--- src/rtl/spell_mem_arbiter.sv ---
// spell_mem_arbiter: shares BANKS 512x8 SRAM macros between a CPU port and a
// Wishbone slave port. Every access walks IDLE -> ACCESS -> RESP -> IDLE. The
// macros are enabled during ACCESS. Read data comes out of the macro during
// RESP and is captured on the edge that leaves RESP. The ack is raised on that
// same edge, two edges after the request was sampled.
// Optional feature macro: SPELL_MEM_ARB_RR_EN. When it is defined, ties are
// broken round-robin. When it is not defined, the Wishbone port always wins a tie.
module spell_mem_arbiter #(
    parameter int unsigned BANKS   = 2,
    parameter logic [31:0] WB_BASE = 32'h3000_0000,
    localparam int unsigned AW     = 9 + $clog2(BANKS)
) (
    input  logic               clock,
    input  logic               reset,
    // CPU port
    input  logic               core_req,
    input  logic               core_we,
    input  logic [AW-1:0]      core_addr,
    input  logic [7:0]         core_wdata,
    output logic               core_ack,
    output logic [7:0]         core_rdata,
    // Wishbone slave port
    input  logic               i_wb_cyc,
    input  logic               i_wb_stb,
    input  logic               i_wb_we,
    input  logic [31:0]        i_wb_addr,
    input  logic [31:0]        i_wb_data,
    output logic               o_wb_ack,
    output logic [31:0]        o_wb_data,
    // SRAM macros (all enables active-low)
    output logic [8:0]         sram_a,
    output logic [7:0]         sram_d,
    output logic               sram_gwen,
    output logic [7:0]         sram_wen,
    output logic [BANKS-1:0]   sram_cen,
    input  logic [8*BANKS-1:0] sram_q
);

    localparam int unsigned BW = (BANKS > 1) ? $clog2(BANKS) : 1;

    typedef enum logic [1:0] {
        IDLE   = 2'd0,
        ACCESS = 2'd1,
        RESP   = 2'd2
    } state_t;

    state_t           state_r;
    logic             gnt_wb_r;
    logic             we_r;
    logic [7:0]       wdata_r;
    logic [BW-1:0]    bank_r;
`ifdef SPELL_MEM_ARB_RR_EN
    logic             last_wb_r;
`endif

    logic             core_v_s;
    logic             wb_v_s;
    logic             pick_wb_s;
    logic [AW-1:0]    sel_addr_s;
    logic             sel_we_s;
    logic [7:0]       sel_wdata_s;
    logic [BW-1:0]    sel_bank_s;
    logic [BANKS-1:0] cen_next_s;
    logic [7:0]       q_byte_s;
    logic [7:0]       resp_byte_s;
    logic             unused_s;

    // The design ignores the upper Wishbone address bits below the decoded byte and the upper write-data bits.
    assign unused_s = ^{i_wb_addr[23:AW], i_wb_data[31:8]};

    // Qualify the requests, break ties, and mux the winner's address and data.
    always_comb begin
        core_v_s = core_req;
        wb_v_s   = i_wb_cyc & i_wb_stb & (i_wb_addr[31:24] == WB_BASE[31:24]);
`ifdef SPELL_MEM_ARB_RR_EN
        if (core_v_s && wb_v_s) begin
            pick_wb_s = ~last_wb_r;
        end else begin
            pick_wb_s = wb_v_s;
        end
`else
        pick_wb_s = wb_v_s;
`endif
        if (pick_wb_s) begin
            sel_addr_s  = i_wb_addr[AW-1:0];
            sel_we_s    = i_wb_we;
            sel_wdata_s = i_wb_data[7:0];
        end else begin
            sel_addr_s  = core_addr;
            sel_we_s    = core_we;
            sel_wdata_s = core_wdata;
        end
    end

    // Bank index is the address bits above the 512-byte macro. A single bank has no index bits.
    generate
        if (BANKS > 1) begin : g_multi_bank
            assign sel_bank_s = sel_addr_s[AW-1:9];
        end else begin : g_single_bank
            assign sel_bank_s = '0;
        end
    endgenerate

    // Build the active-low chip enable for the chosen bank and pick the bank's read byte.
    always_comb begin
        cen_next_s = '1;
        q_byte_s   = 8'h00;
        for (int b = 0; b < BANKS; b++) begin
            cen_next_s[b] = (sel_bank_s != BW'(b));
            q_byte_s      = q_byte_s | ({8{bank_r == BW'(b)}} & sram_q[8*b +: 8]);
        end
        resp_byte_s = we_r ? wdata_r : q_byte_s;
    end

    // Access FSM with registered SRAM controls and responses.
    always_ff @(posedge clock) begin
        if (reset) begin
            state_r    <= IDLE;
            gnt_wb_r   <= 1'b0;
            we_r       <= 1'b0;
            wdata_r    <= 8'h00;
            bank_r     <= '0;
            core_ack   <= 1'b0;
            core_rdata <= 8'h00;
            o_wb_ack   <= 1'b0;
            o_wb_data  <= 32'h0000_0000;
            sram_a     <= 9'h000;
            sram_d     <= 8'h00;
            sram_gwen  <= 1'b1;
            sram_wen   <= 8'hFF;
            sram_cen   <= '1;
`ifdef SPELL_MEM_ARB_RR_EN
            last_wb_r  <= 1'b0;
`endif
        end else begin
            core_ack <= 1'b0;
            o_wb_ack <= 1'b0;
            case (state_r)
                IDLE: begin
                    if (core_v_s || wb_v_s) begin
                        state_r   <= ACCESS;
                        gnt_wb_r  <= pick_wb_s;
                        we_r      <= sel_we_s;
                        wdata_r   <= sel_wdata_s;
                        bank_r    <= sel_bank_s;
                        sram_a    <= sel_addr_s[8:0];
                        sram_d    <= sel_wdata_s;
                        sram_gwen <= ~sel_we_s;
                        sram_wen  <= sel_we_s ? 8'h00 : 8'hFF;
                        sram_cen  <= cen_next_s;
`ifdef SPELL_MEM_ARB_RR_EN
                        last_wb_r <= pick_wb_s;
`endif
                    end else begin
                        state_r <= IDLE;
                    end
                end
                ACCESS: begin
                    state_r   <= RESP;
                    sram_gwen <= 1'b1;
                    sram_wen  <= 8'hFF;
                    sram_cen  <= '1;
                end
                RESP: begin
                    // Requests are not sampled here, so a held request is serviced once per pass.
                    state_r <= IDLE;
                    if (gnt_wb_r) begin
                        o_wb_ack  <= 1'b1;
                        o_wb_data <= {24'h00_0000, resp_byte_s};
                    end else begin
                        core_ack   <= 1'b1;
                        core_rdata <= resp_byte_s;
                    end
                end
                default: begin
                    state_r   <= IDLE;
                    sram_gwen <= 1'b1;
                    sram_wen  <= 8'hFF;
                    sram_cen  <= '1;
                end
            endcase
        end
    end

endmodule

--- config.mk ---
export PLATFORM = sky130hd
export DESIGN_NAME = spell_mem_arbiter
export DESIGN_NICKNAME = d
export VERILOG_FILES = /design/src/rtl/spell_mem_arbiter.sv
export SDC_FILE = /design/constraint.sdc
export NUM_CORES = 1
export LEC_CHECK = 0
export CAP_MARGIN = 40
export CORE_UTILIZATION = 34
export DETAILED_ROUTE_END_ITERATION = 16
export MAX_ROUTING_LAYER = met4
export PLACE_DENSITY = 0.87
export SETUP_SLACK_MARGIN = 0.1
export SLEW_MARGIN = 20
export SYNTH_ARGS = -nofsm -noshare
export SYNTH_HDL_FRONTEND = slang
export SYNTH_SLANG_ARGS = --single-unit
--- constraint.sdc ---
create_clock -name clock -period 2 [get_ports clock]
set_input_delay 0.4 -clock clock [delete_from_list [all_inputs] [get_ports clock]]
set_output_delay 0.4 -clock clock [all_outputs]
set_load 0.01 [all_outputs]
# After elaboration in Yosys (flattened, before gate mapping)
# Cells that the tools add are included.
dict set report op_classes {
  eq_ne 4
  muxes 15
  bitwise 10
  n_reduce_logical 7
}
# cell count
set op_table {}
lappend op_table {{two-way mux 8 bit} 4}
lappend op_table {{bitwise AND 8 bit} 2}
lappend op_table {{one-hot mux 8 bit (2 select lines)} 1}
lappend op_table {{two-way mux 10 bit} 1}
lappend op_table {{== test 8 x 6 -> 1 bit, second input constant} 1}
lappend op_table {{bitwise OR 8 bit} 1}
lappend op_table {{one-hot mux 2 bit (2 select lines)} 2}
lappend op_table {{AND reduction 2 bit} 4}
lappend op_table {{two-way mux 1 bit} 5}
lappend op_table {{NOT 1 bit} 5}
lappend op_table {{bitwise AND 1 bit} 2}
lappend op_table {{== test 2 x 1 -> 1 bit, second input constant} 1}
lappend op_table {{== test 2 bit, second input constant} 1}
lappend op_table {{zero test 2 bit} 1}
lappend op_table {{two-way mux 2 bit} 1}
lappend op_table {{!= test 2 bit, second input constant} 1}
lappend op_table {{one-hot mux 1 bit (2 select lines)} 1}
lappend op_table {{OR reduction 2 bit} 1}
lappend op_table {{logical OR 1 bit} 1}
dict set report totals {
  regBits 51
  in_bits 105
  out_inout_bits 70
  elab_cells 49
}

# Longest topological paths before layout
dict set report logic_depth {
  depth_word 6
  mapped_depth 5
  depth_no_buf 4
}

# Worst setup path after synthesis
# Ideal clock, no wire load.
dict set report synth_timing {
  path_kind {in2reg}
  from {in i_wb_addr[26]}
  to {reg sram_cen[1]}
  setup_time_ps 122
  arrival_time_ps 1435
  required_time_ps 1878
  slack_ps 443
  cell_stages 5
  path_buffers 1
  path_cell_list {and4bb_4 -> nand3_4 -> buf_6 -> mux2i_1 -> a221o_1}
}
dict set report synth_via {
  elab_chain_len 6
  word_cells_on_any_way 9
  classes_between {eq/ne (2); mux (3); bitwise (2); reduce/logical (2)}
}
# element line
set synth_lines {}
lappend synth_lines {{start: declaration} 26} ;# input logic [31:0] i_wb_addr,
lappend synth_lines {{== test 8 x 6 -> 1 bit (*)} 74} ;# wb_v_s = i_wb_cyc & i_wb_stb & (i_wb_addr[31:24] == WB_BASE[31:24]);
lappend synth_lines {{bitwise AND 1 bit (*)} 74}
lappend synth_lines {{two-way mux 10 bit} 84} ;# if (pick_wb_s) begin
lappend synth_lines {{NOT 1 bit} 109} ;# cen_next_s[b] = (sel_bank_s != BW'(b));
lappend synth_lines {{two-way mux 2 bit} 140} ;# if (core_v_s || wb_v_s) begin
lappend synth_lines {{one-hot mux 2 bit (2 select lines)} 138} ;# case (state_r)
lappend synth_lines {{end signal: assignment} 150} ;# sram_cen <= cen_next_s;
lappend synth_lines {{end: declaration} 35} ;# output logic [BANKS-1:0] sram_cen,
# Every way passes the cells marked *; elsewhere a longest branch is shown, timed or not. The select of a mux whose other input is x is not followed.
# A chain may end at the register's enable or synchronous reset.

==> impl_results.md <==
* Status: finished clean
* Switching Share at 28.1%
* Antenna diodes at 0
* Routed wire per std cell at 14.0 um
* Final hold viol count at 0
* Sequence of cells on the critical path: clkdlybuf4s50_1
* Finish-stage setup viols at 0
* Setup Fix Bufs, Post-CTS at 0
* Fin nets at 464
* Vias in the first global route at 2023
* Worst-Margin Slew at 0.573 ns
* CP Class: reg -> out
* Placed cells at 429
* Internal power at 0.00146 W
* Initial DRT Pass Iterations at 4
* Fmax at 559 MHz
* Leakage at 1.53 nW
* Peak supply drop at 0.318 mV
* Fillers at 591
* CP Capture Type: output port
* Hold Buf Count CTS at 0
* Cells after synthesis at 251
* Total gr overflow at 0
* DRT iter0 DRCs at 92
* Post-Layout Cell Count at 437
* Synth unique cells at 29
* Sw power at 0.000568 W
* CP arrival at 1.39 ns
* Initial core utilization at 36.0%
* Post-Place Worst Slack at -0.0801 ns
* Core area at 6530 sq um
* Placed cell area at 3440 sq um
* Syn avg cell area at 9.38 sq um
* Clock root buffer: clkbuf_8
* CP Buf/Inv Count at 1
* Largest fanout on the critical path at 10
* Number of buffers created by CTS at 5
* Final Worst Setup Slack at 0.212 ns
* Placer Congestion at 0.744
* CTS tree: built
* CTS resizes at 0
* Crit-path leading delay family: buffers and inverters
* Required time of the critical path at 1.60 ns
* Clock share of power at 28.7%
* Clk slew on worst S/H paths at 0.09 ns
* Insertion delay to the later sink of the worst-skew pair at 0.30 ns
* Global-route wire length before repair at 9.73 mm
* Worst slew margin at 61.7%
* WHS at 0.502 ns
* Layout cells sized above 1 at 8.61%
* Clock Sinks at 43
* I/O pins at 175
* Die Area at 7260 sq um
* Post-layout util at 54.2%
* Worst path max stage delay at 0.60 ns
* Minimum clock period at 1.79 ns
* Antenna violations before repair at 0
* Port bufs at 112
* Comb pwr share at 24.4%
* EDFF count, synth at 0
* DRC errors left at 0
* Pwr Density at 572 nW/um^2
* Fin area at 3540 sq um
* #FFs+latches synth at 43
* Ys async rst share at 0%
* RSZ-0062 raised after global routing: false
* Largest net degree at the start of global routing at 29
* H-tree levels at 2
* CP startpoint kind: flop
* Die Width at 85.2 um
* DIE HEIGHT at 85.2 um
* Worst clock skew at 0.00971 ns
* Total Wirelength at 6.13 mm
* HPWL Detailed at 4.83 mm
* Period utilisation layout at 89.4%
* Gr usage total at 17.6%
* Slowest cell on crit path: clkdlybuf4s50_1
* Max Cap Viol at 0
* Leading register cell type out of synthesis: dfxtp_1
* Area delta synth->final at 50.4%
* Vias at 2089
* DR vias/cell at 4.78
* Clock buffer depth at 2
* Synthesized cell area at 2350 sq um
* Routed Antenna Nets at 0
* Slew Limit Fails at 0
* Register area share after synthesis at 36.6%
* Flop pwr share at 46.9%
* Core Rows at 29
* Synth warnings at 0
* HP Class: reg -> reg
## layout make-up
| class | instances | area (sq um) | area share (%) |
|---|---|---|---|
| Multi-Input combinational cell | 180 | 1240 | 35.0 |
| Timing Repair Buffer | 126 | 1240 | 35.0 |
| Clock inverter | 3 | 26.3 | 0.742 |
| Inverter | 3 | 11.3 | 0.318 |
| Sequential cell | 43 | 861 | 24.3 |
| Tap cell | 77 | 96.3 | 2.72 |
| Clock buffer | 5 | 68.8 | 1.94 |
## power groups by stage
stage	Clock, W	Sequential (W)	Combinational, W
after global placement	0	0.000967	0.000483
final	0.000581	0.000949	0.000493
after floorplan	0	0.000970	0.000252
after detailed placement	0	0.000969	0.000495
after CTS	0.000599	0.000950	0.000496
after global routing	0.000636	0.000957	0.000535
## logic make-up after synthesis
logic type | after synthesis | synth area share (%)
muxes | 44 | 18.7
buffers and inverters | 51 | 14.6
AOI/OAI and AO/OA | 32 | 11.2
and+or+nand+nor | 80 | 18.8
other | 1 | 0.159
DFF | 43 | 36.6
## registers in the layout (all words and copies together) (netlist names)
register	flops
core_rdata	8
sram_wen	1
bank_r	1
gnt_wb_r	1
state_r	2
we_r	1
wdata_r	8
o_wb_data	8
sram_cen	2
o_wb_ack	1
core_ack	1
sram_a	9
## cell usage after synthesis, drive strengths merged, types with 2 or more instances
cell type	instances	area share, %
clkbuf	6	0.96
nor2b	2	0.53
mux2i	44	19
buf	42	13
a221oi	19	7.1
or2b	3	0.96
inv	3	0.48
and4bb	2	1.4
nand2	9	1.4
dfxtp	43	37
a221o	3	1.3
o21ai	8	1.7
nand2b	16	4.3
nor2	40	6.5
## metal layers
layer | part of all wire [%] | vias to the layer above | routed length [um] | global-route usage [%]
met5 | 0 | - | 0 | -
met3 | 4.6 | 8 | 279 | 3.11
met1 | 41 | 960 | 2530 | 20.2
met4 | 1.9 | 0 | 116 | 6.63
li1 | - | 1037 | - | -
met2 | 52 | 84 | 3200 | 30.5
## cell usage in the layout (no fill, tap or decap), drive strengths merged, types with 2 or more instances in the layout
cell,count
and4bb,2
clkdlybuf4s50,112
o21ai,8
a221oi,19
nand2,9
inv,6
a221o,3
conb,24
dfxtp,43
nor2b,2
buf,14
nor2,40
or2b,3
clkbuf,5
mux2i,44
nand2b,16
## through the flow
stage | power, W | TNS [ns]
2_1_floorplan | 0.00122 | 0
3_3_place_gp | 0.00145 | -0.123
3_5_place_dp | 0.00146 | -0.865
4_1_cts | 0.00204 | 0
5_1_grt | 0.00213 | 0
6_report | 0.00202 | 0
## worst paths after layout
| check | start | to | slack [ns] | cells after the start |
|---|---|---|---|---|
| min | core_rdata[6] | core_rdata[6] | 0.50 | 2 |
| max | sram_wen[6] | sram_wen[3] | 0.21 | 1 |
| min reg2reg | core_rdata[6] | core_rdata[6] | 0.50 | 2 |
| max reg2reg | state_r[1] | o_wb_data[2] | 0.36 | 4 |
No activity file was read; power rests on OpenSTA's default activity.
